==> config.mk <==
export PLATFORM = sky130hd
export DESIGN_NAME = matrix_multiplier
export DESIGN_NICKNAME = d
export VERILOG_FILES = /design/src/rtl/matrix_multiplier.sv
export SDC_FILE = /design/constraint.sdc
export NUM_CORES = 1
export LEC_CHECK = 0
export ABC_AREA = 1
export CORE_MARGIN = 3
export CORE_UTILIZATION = 40
export DETAILED_ROUTE_END_ITERATION = 8
export SYNTH_ARGS = -nofsm -noshare
export SYNTH_HDL_FRONTEND = slang
export SYNTH_SLANG_ARGS = --single-unit
==> constraint.sdc <==
create_clock -name clk_i -period 10 [get_ports clk_i]
set_clock_uncertainty 0.1 [all_clocks]
set_input_delay 2.5 -clock clk_i [delete_from_list [all_inputs] [get_ports clk_i]]
set_output_delay 2.5 -clock clk_i [all_outputs]
set_load 0.1 [all_outputs]
==> src/rtl/matrix_multiplier.sv <==
// matrix_multiplier: sequential signed C = A x B for square N x N operands.
// A and B live in internal register files loaded through write ports; a start
// pulse runs one multiply-accumulate per cycle (i outer, j middle, k inner);
// C is read back combinationally.
//
// state   | meaning
// --------+-----------------------------------------------------------
// IDLE    | operand writes accepted, waiting for start
// CALC    | one MAC per edge; C[i][j] written on its k = N-1 edge
// DONE    | one-cycle completion pulse, then back to IDLE
module matrix_multiplier #(
    parameter int N  = 3,
    parameter int DW = 8,
    parameter int AW = $clog2(N*N),
    parameter int CW = 2*DW + $clog2(N)
) (
    input  logic                 clk_i,
    input  logic                 rst_n_i,
    input  logic                 start_i,
    input  logic                 a_we_i,
    input  logic [AW-1:0]        a_addr_i,
    input  logic signed [DW-1:0] a_data_i,
    input  logic                 b_we_i,
    input  logic [AW-1:0]        b_addr_i,
    input  logic signed [DW-1:0] b_data_i,
    input  logic [AW-1:0]        c_addr_i,
    output logic signed [CW-1:0] c_data_o,
    output logic                 busy_o,
    output logic                 done_o
);

    localparam int NN = N*N;
    localparam int IW = (N > 1) ? $clog2(N) : 1;

    localparam logic [1:0] ST_IDLE = 2'd0;
    localparam logic [1:0] ST_CALC = 2'd1;
    localparam logic [1:0] ST_DONE = 2'd2;

    logic [1:0]           state_q, state_d;
    logic [IW-1:0]        i_q, i_d, j_q, j_d, k_q, k_d;
    logic signed [CW-1:0] acc_q, acc_d;

    logic signed [DW-1:0] a_q [NN];
    logic signed [DW-1:0] b_q [NN];
    logic signed [CW-1:0] c_q [NN];

    logic [AW-1:0]          a_idx, b_idx, c_idx;
    logic signed [2*DW-1:0] prod;
    logic signed [CW-1:0]   sum;
    logic                   c_we;

    // Operand addressing and the full-precision MAC datapath
    always_comb begin
        a_idx = AW'(i_q) * AW'(N) + AW'(k_q);
        b_idx = AW'(k_q) * AW'(N) + AW'(j_q);
        c_idx = AW'(i_q) * AW'(N) + AW'(j_q);
        prod  = a_q[a_idx] * b_q[b_idx];
        sum   = acc_q + CW'(prod);
    end

    // Next-state logic: loop counters, accumulator and C write strobe
    always_comb begin
        state_d = state_q;
        i_d     = i_q;
        j_d     = j_q;
        k_d     = k_q;
        acc_d   = acc_q;
        c_we    = 1'b0;
        case (state_q)
            ST_IDLE: begin
                if (start_i) begin
                    state_d = ST_CALC;
                    i_d     = '0;
                    j_d     = '0;
                    k_d     = '0;
                    acc_d   = '0;
                end
            end
            ST_CALC: begin
                if (k_q == IW'(N-1)) begin
                    c_we  = 1'b1;
                    acc_d = '0;
                    k_d   = '0;
                    if (j_q == IW'(N-1)) begin
                        j_d = '0;
                        if (i_q == IW'(N-1)) begin
                            i_d     = '0;
                            state_d = ST_DONE;
                        end else begin
                            i_d = i_q + IW'(1);
                        end
                    end else begin
                        j_d = j_q + IW'(1);
                    end
                end else begin
                    acc_d = sum;
                    k_d   = k_q + IW'(1);
                end
            end
            ST_DONE: state_d = ST_IDLE;
            default: state_d = ST_IDLE;
        endcase
    end

    // Control registers
    always_ff @(posedge clk_i or negedge rst_n_i) begin
        if (!rst_n_i) begin
            state_q <= ST_IDLE;
            i_q     <= '0;
            j_q     <= '0;
            k_q     <= '0;
            acc_q   <= '0;
        end else begin
            state_q <= state_d;
            i_q     <= i_d;
            j_q     <= j_d;
            k_q     <= k_d;
            acc_q   <= acc_d;
        end
    end

    // Operand files: defaults A = 1..N*N row-major, B = 2*I; writes only in IDLE
    always_ff @(posedge clk_i or negedge rst_n_i) begin
        if (!rst_n_i) begin
            for (int n = 0; n < NN; n++) begin
                a_q[n] <= DW'(n + 1);
                b_q[n] <= ((n / N) == (n % N)) ? DW'(2) : '0;
            end
        end else if (state_q == ST_IDLE) begin
            if (a_we_i && (32'(a_addr_i) < NN)) begin
                a_q[a_addr_i] <= a_data_i;
            end
            if (b_we_i && (32'(b_addr_i) < NN)) begin
                b_q[b_addr_i] <= b_data_i;
            end
        end
    end

    // Result file: each element updated on the edge finishing its dot product
    always_ff @(posedge clk_i or negedge rst_n_i) begin
        if (!rst_n_i) begin
            for (int n = 0; n < NN; n++) begin
                c_q[n] <= '0;
            end
        end else if (c_we) begin
            c_q[c_idx] <= sum;
        end
    end

    assign c_data_o = (32'(c_addr_i) < NN) ? c_q[c_addr_i] : '0;
    assign busy_o   = (state_q == ST_CALC);
    assign done_o   = (state_q == ST_DONE);

endmodule

### Word-level counts from Yosys, hierarchy flattened

Cells that the tools add are included.

* flip-flop bits (word level): 332
* latch bits: 0
* memory bits (writable): 0
* bits in read-only memories: 0
* output and inout bits: 20
* logic and storage cells: 121
* memories kept: 0

* add/sub/neg operators: 7
* $mul: 3
* divide/modulo/power cells: 0
* $lt $le $gt $ge: 12
* equality and inequality tests: 9
* shift operators: 0
* mux-type cells: 39
* bitwise logic cells: 6
* reduce and logical (&&, ||, !) cells: 13

Operators with widths (number)
* $bwmux 162: 1
* $bwmux 72: 2
* $mux 18: 6
* $bmux 18 s4: 1
* $demux 18 s4: 1
* $bmux 8 s4: 2
* $demux 8 s4: 2
* $mux 8: 6
* $pmux 18 s2: 1
* $ge 5x5->1 const B: 6
* $not 4->5: 6
* $mux 2: 11
* $add 18x16->18: 1
* $mul 8x8->16: 1
* $pmux 2 s2: 4
* $lt 5x1->1 const B: 3
* $add 4x2->4: 3
* $lt 4x4->1 const B: 3
* $eq 2x2->1 const B: 4
* $mul 2x2->4 const B: 2
* $reduce_and 4->1: 2
* $add 2x1->2 const B: 3
* $ne 2x1->1 const B: 3
* $reduce_and 2->1: 3
* 7 further kinds: 12

### Depth between registers and ports, before layout

* word-level depth: 10
* depth in mapped cells: 33
* gate-level depth less buffers: 32

### Least setup slack after synthesis

OpenSTA, ideal clock, no wires.

* path type: reg-to-reg
* start: reg j_q[1]
* end: reg acc_q[12]
* arrival: 6947 ps
* data required time: 9757 ps
* slack: 2810 ps
* stages on the path, launching flop included: 27
* buffers on the path: 2
* path through: dfrtp_1 fa_1 ha_1 fa_1 clkbuf_1 inv_1 clkbuf_1 nand2_1 o21ai_0 nand2_1 nor2_2 inv_2 fa_1 inv_1 fa_1 fa_1 fa_1 inv_1 fa_1 inv_1 ha_1 a21oi_1 nand2_1 nand3_1 nand2_1 xnor2_1 o21ai_0

* word-level cells in the longest chain between the ends: 9

RTL lines
* start: declaration: line 40 `logic [IW-1:0] i_q, i_d, j_q, j_d, k_q, k_d;`
* start signal: assignment: line 116 `j_q <= j_d;`
* $add 4x2->4: line 55 `b_idx = AW'(k_q) * AW'(N) + AW'(j_q);`
* $not 4->5 (not written as such): line 57 `prod = a_q[a_idx] * b_q[b_idx];`
* $bmux 8 s4: line 57
* $mux 8 (not written as such) (2 in a row): line 57
* $mul 8x8->16: line 57
* $add 18x16->18: line 58 `sum = acc_q + CW'(prod);`
* $mux 18: line 80 `if (k_q == IW'(N-1)) begin`
* $pmux 18 s2: line 69 `case (state_q)`
* end signal: assignment: line 112 `acc_q <= '0;`
* end signal: assignment: line 118 `acc_q <= acc_d;`
* end: declaration: line 41 `logic signed [CW-1:0] acc_q, acc_d;`

Every way passes these cells. The select of a mux whose other input is x is not followed.
A chain may end at the register's enable or synchronous reset.

### Worst setup path after layout

* start: reg k_q[0]
* end: reg c_q[44] (netlist bit)

* word-level cells in the longest chain between the ends: 9
* elaborated cells between the ends (all ways): 17
* classes of those cells: add/sub (3); mul (2); eq/ne (1); mux (9); bitwise (2)

RTL lines
* start: declaration: line 40
* start signal: assignment: line 117 `k_q <= k_d;`
* $mul 2x2->4: line 55
* $add 4x2->4: line 55
* $not 4->5 (not written as such): line 57
* $bmux 8 s4: line 57
* $mux 8 (not written as such) (2 in a row): line 57
* $mul 8x8->16: line 57
* $add 18x16->18: line 58
* $bwmux 162: line 146 `c_q[c_idx] <= sum;`
* end signal: indexed assignment: line 146
* end: declaration: line 45 `logic signed [CW-1:0] c_q [NN];`

Several ways; a longest one is shown, not always the timed one. The select of a mux whose other input is x is not followed.

==> metrics.md <==
| Metric | Value |
|---|---|
| Row count | `slightly below 80` |
| Post-synthesis cell area | `18800 sq um` |
| Wire per inst | `around 17 um` |
| CP max stage delay | `between 0.7 and 0.8 ns` |
| Worst Path Required | `a little over 10 ns` |
| Syn Inst Count | `~2300` |
| Largest family of logic cells by synthesized area | `simple AND/OR/NAND/NOR gates` |
| Die Y | `about 220 um` |
| Clk Latency, worst-skew pair | `around 0.56 ns` |
| Routability cong. | `just under 0.9` |
| CTS root buffer | `clkbuf_16` |
| Final-layout fill cell count | `approximately 4500` |
| Register bit total from synthesis | `~330` |
| Final hold vios | `0` |
| First-pass GRT wire length | `83200 um` |
| Port-buffer cells | `52` |
| Largest net degree at the start of global routing | `about 170` |
| RSZ-0062 raised after global routing | `false` |
| CP max FO | `33` |
| Area growth, synth to finish | `12.4%` |
| Share of cells above drive strength 1 | `6.96%` |
| Nets | `approximately 2500` |
| Synth Area in Compound Gates | `between 10% and 20%` |
| Post-CTS sizing | `0` |
| First-pass DRT Iterations | `5` |
| IO Pins | `53` |
| Arr. time, crit path | `roughly 8.3 ns` |
| Critical Path Start Type | `flip-flop` |
| Post-synth EDFFs | `0` |
| CTS buffer count | `40` |
| Clock Pin Slew Worst Setup and Hold Paths | `~0.060 ns` |
| Final core occ | `46.0%` |
| Tmin final | `between 8 and 9 ns` |
| Worst setup EP type | `flip-flop` |
| Footprint of the multi-input gates | `about 9200 sq um` |
| Most common cell on crit path | `fa_1` |
| Vias in the first global route | `around 15000` |
| Mux cell area share after synthesis | `0%` |
| Most common cell after layout, fill and taps aside | `nand2_1` |
| Vias per cell | `about 5.3` |
| Endpoints failing setup | `0` |
| Part of the cycle the worst path needs | `80.4%` |
| Grt ovf | `0` |
| Total area of sequential cells | `8330 sq um` |
| CP Class | `reg -> reg` |
| Vias | `15700` |
| Commonest cells after routing, fill and taps aside | `660 x nand2_1, 332 x o21ai_0, 314 x dfrtp_1` |
| Placeable Area | `between 40000 and 50000 sq um` |
| Register area share after synthesis | `approximately 44%` |
| Status | `completed` |
| CTS Sinks | `around 330` |
| Starting density of the core | `between 40% and 50%` |
| Post-Place Setup Slack | `~1.9 ns` |
| Ant diodes | `0` |
| Final Slew Violations | `0` |
| Initial antenna violation count | `0` |
| Initial DRC Count | `between 1000 and 1500` |
| CP Cell Sequence | `ha_1 -> buf_4 -> inv_1 -> o21ai_0 -> o211ai_1 -> nand3_1 -> nand2_2 -> inv_2 -> nor2_2 -> inv_2 -> fa_1 -> inv_1 -> fa_1 -> fa_1 -> fa_1 -> inv_1 -> fa_1 -> inv_1 -> ha_1 -> a21oi_1 -> nand2_1 -> xnor2_1 -> o21ai_0` |
| Hold_buf cts | `0` |
| # DRC | `0` |
| Max frequency | `between 100 and 150 MHz` |
| Total global-route track usage | `slightly above 20%` |
| Setup tns final | `0 ns` |
| Worst-Margin Slew | `between 1 and 1.5 ns` |
| Yosys cell types | `38` |
| Post-DP HPWL | `approximately 33000 um` |
| Remaining antenna violation count | `0` |
| Post-CTS setup buffer count | `0` |
| Slowest cell on crit path | `inv_1` |
| Simple-Gate Fraction of Synth Area | `between 20% and 30%` |
| Syn_area_per_cell | `between 8 and 9 sq um` |
| Mapped Nets | `approximately 2500` |
| Htree depth | `2` |
| Final WL | `just over 50000 um` |
| Synth warn | `0` |
| CTS tree | `done` |
| Most used DFF post-synth | `dfrtp_1` |
| Non-filler cells, final | `a little under 3000` |
| Die area | `roughly 50000 sq um` |
| Clock tree buffer depth | `3` |
| Die width | `223 um` |
| Max_slew headroom | `roughly a fifth` |
| Adder-Cell Fraction of Synth Area | `12.6%` |
| Worst setup margin | `slightly below 2 ns` |
| Worst hold path type | `reg -> reg` |
| Dpl cells | `approximately 2900` |
| Max-cap violation count | `0` |
| Synth Area in XOR/XNOR | `0.647%` |
| Ys async rst share | `100%` |
registers in the layout, summed over array words and instances, names as in the netlist:
signal and flops:
b_q 72, state_q 2, j_q 2, k_q 2, i_q 2, acc_q 18, c_q 162, a_q 72
Yosys cell counts (all sizes together), types with 3 or more instances:
cell type	n	area, sq um
nand3	176	886
a21oi	77	385
dfrtp	314	7860
o211ai	12	90.1
nor2	151	604
o221ai	3	26.3
nand2	663	2500
buf	22	106
nand4	6	37.5
o21ai	357	1790
xnor2	8	70.1
clkbuf	75	282
nor3	7	50.1
clkinv	3	11.3
o22ai	7	43.8
inv	235	882
fa	84	1680
a22oi	9	67.6
xor2	5	51.3
dfstp	18	473
ha	55	688
a31o	15	131
through the flow:
stage               area (sq um)  hold slack (ns)
global route               21100            0.398
detailed placement         19700            0.359
global placement           19700            0.355
finish                     21100            0.370
CTS                        21100            0.373
floorplan                  18800            0.342
kinds of logic after synthesis:
group	Yosys count
AO/OA/AOI/OAI	483
XOR/XNOR	13
adder cells (fa/ha/maj)	139
buffers and inverters	335
flip-flops	332
AND/OR/NAND/NOR	1007
critical path: cells and delay by family (launching register included):
family / cells / cell delay [ns]
fa+ha+maj: 7 / 3.19
buf+inv: 7 / 1.35
simple gates: 4 / 1.07
compound gates: 4 / 0.93
xor+xnor: 1 / 0.75
flops: 1 / 0.45
final cells by class:
class | count | share of cell area (%)
repair buffers | 69 | 2.94
flip-flops and latches | 332 | 39.5
clock inverters | 14 | 0.742
clock buffers | 60 | 5.63
inverters | 238 | 4.24
well taps | 600 | 3.56
multi-input cells | 1642 | 43.4
metal layers:
layer | track usage (%) | vias to the layer above | share of wire, %
met5 | 0 | - | 0
met3 | 2.99 | 82 | 5.1
li1 | - | 7487 | -
met1 | 28.4 | 7725 | 45
met4 | 6.77 | 0 | 2.8
met2 | 33.6 | 421 | 47
final timing paths:
path,from,to,slack [ns],cells past startpoint
worst min register to register,c_q[64],c_q[64],0.37,2
worst max register to register,k_q[0],c_q[44],1.96,23
worst min-delay path,c_q[64],c_q[64],0.37,2
worst max-delay path,k_q[0],c_q[44],1.96,23
max in group asynchronous,rst_n_i,a_q[45],6.47,2
min in group asynchronous,rst_n_i,c_q[5],1.87,1
Power is left out: the tool's default activity adds up to more than one toggle a clock period on the data nets, which glitch-free logic cannot reach.
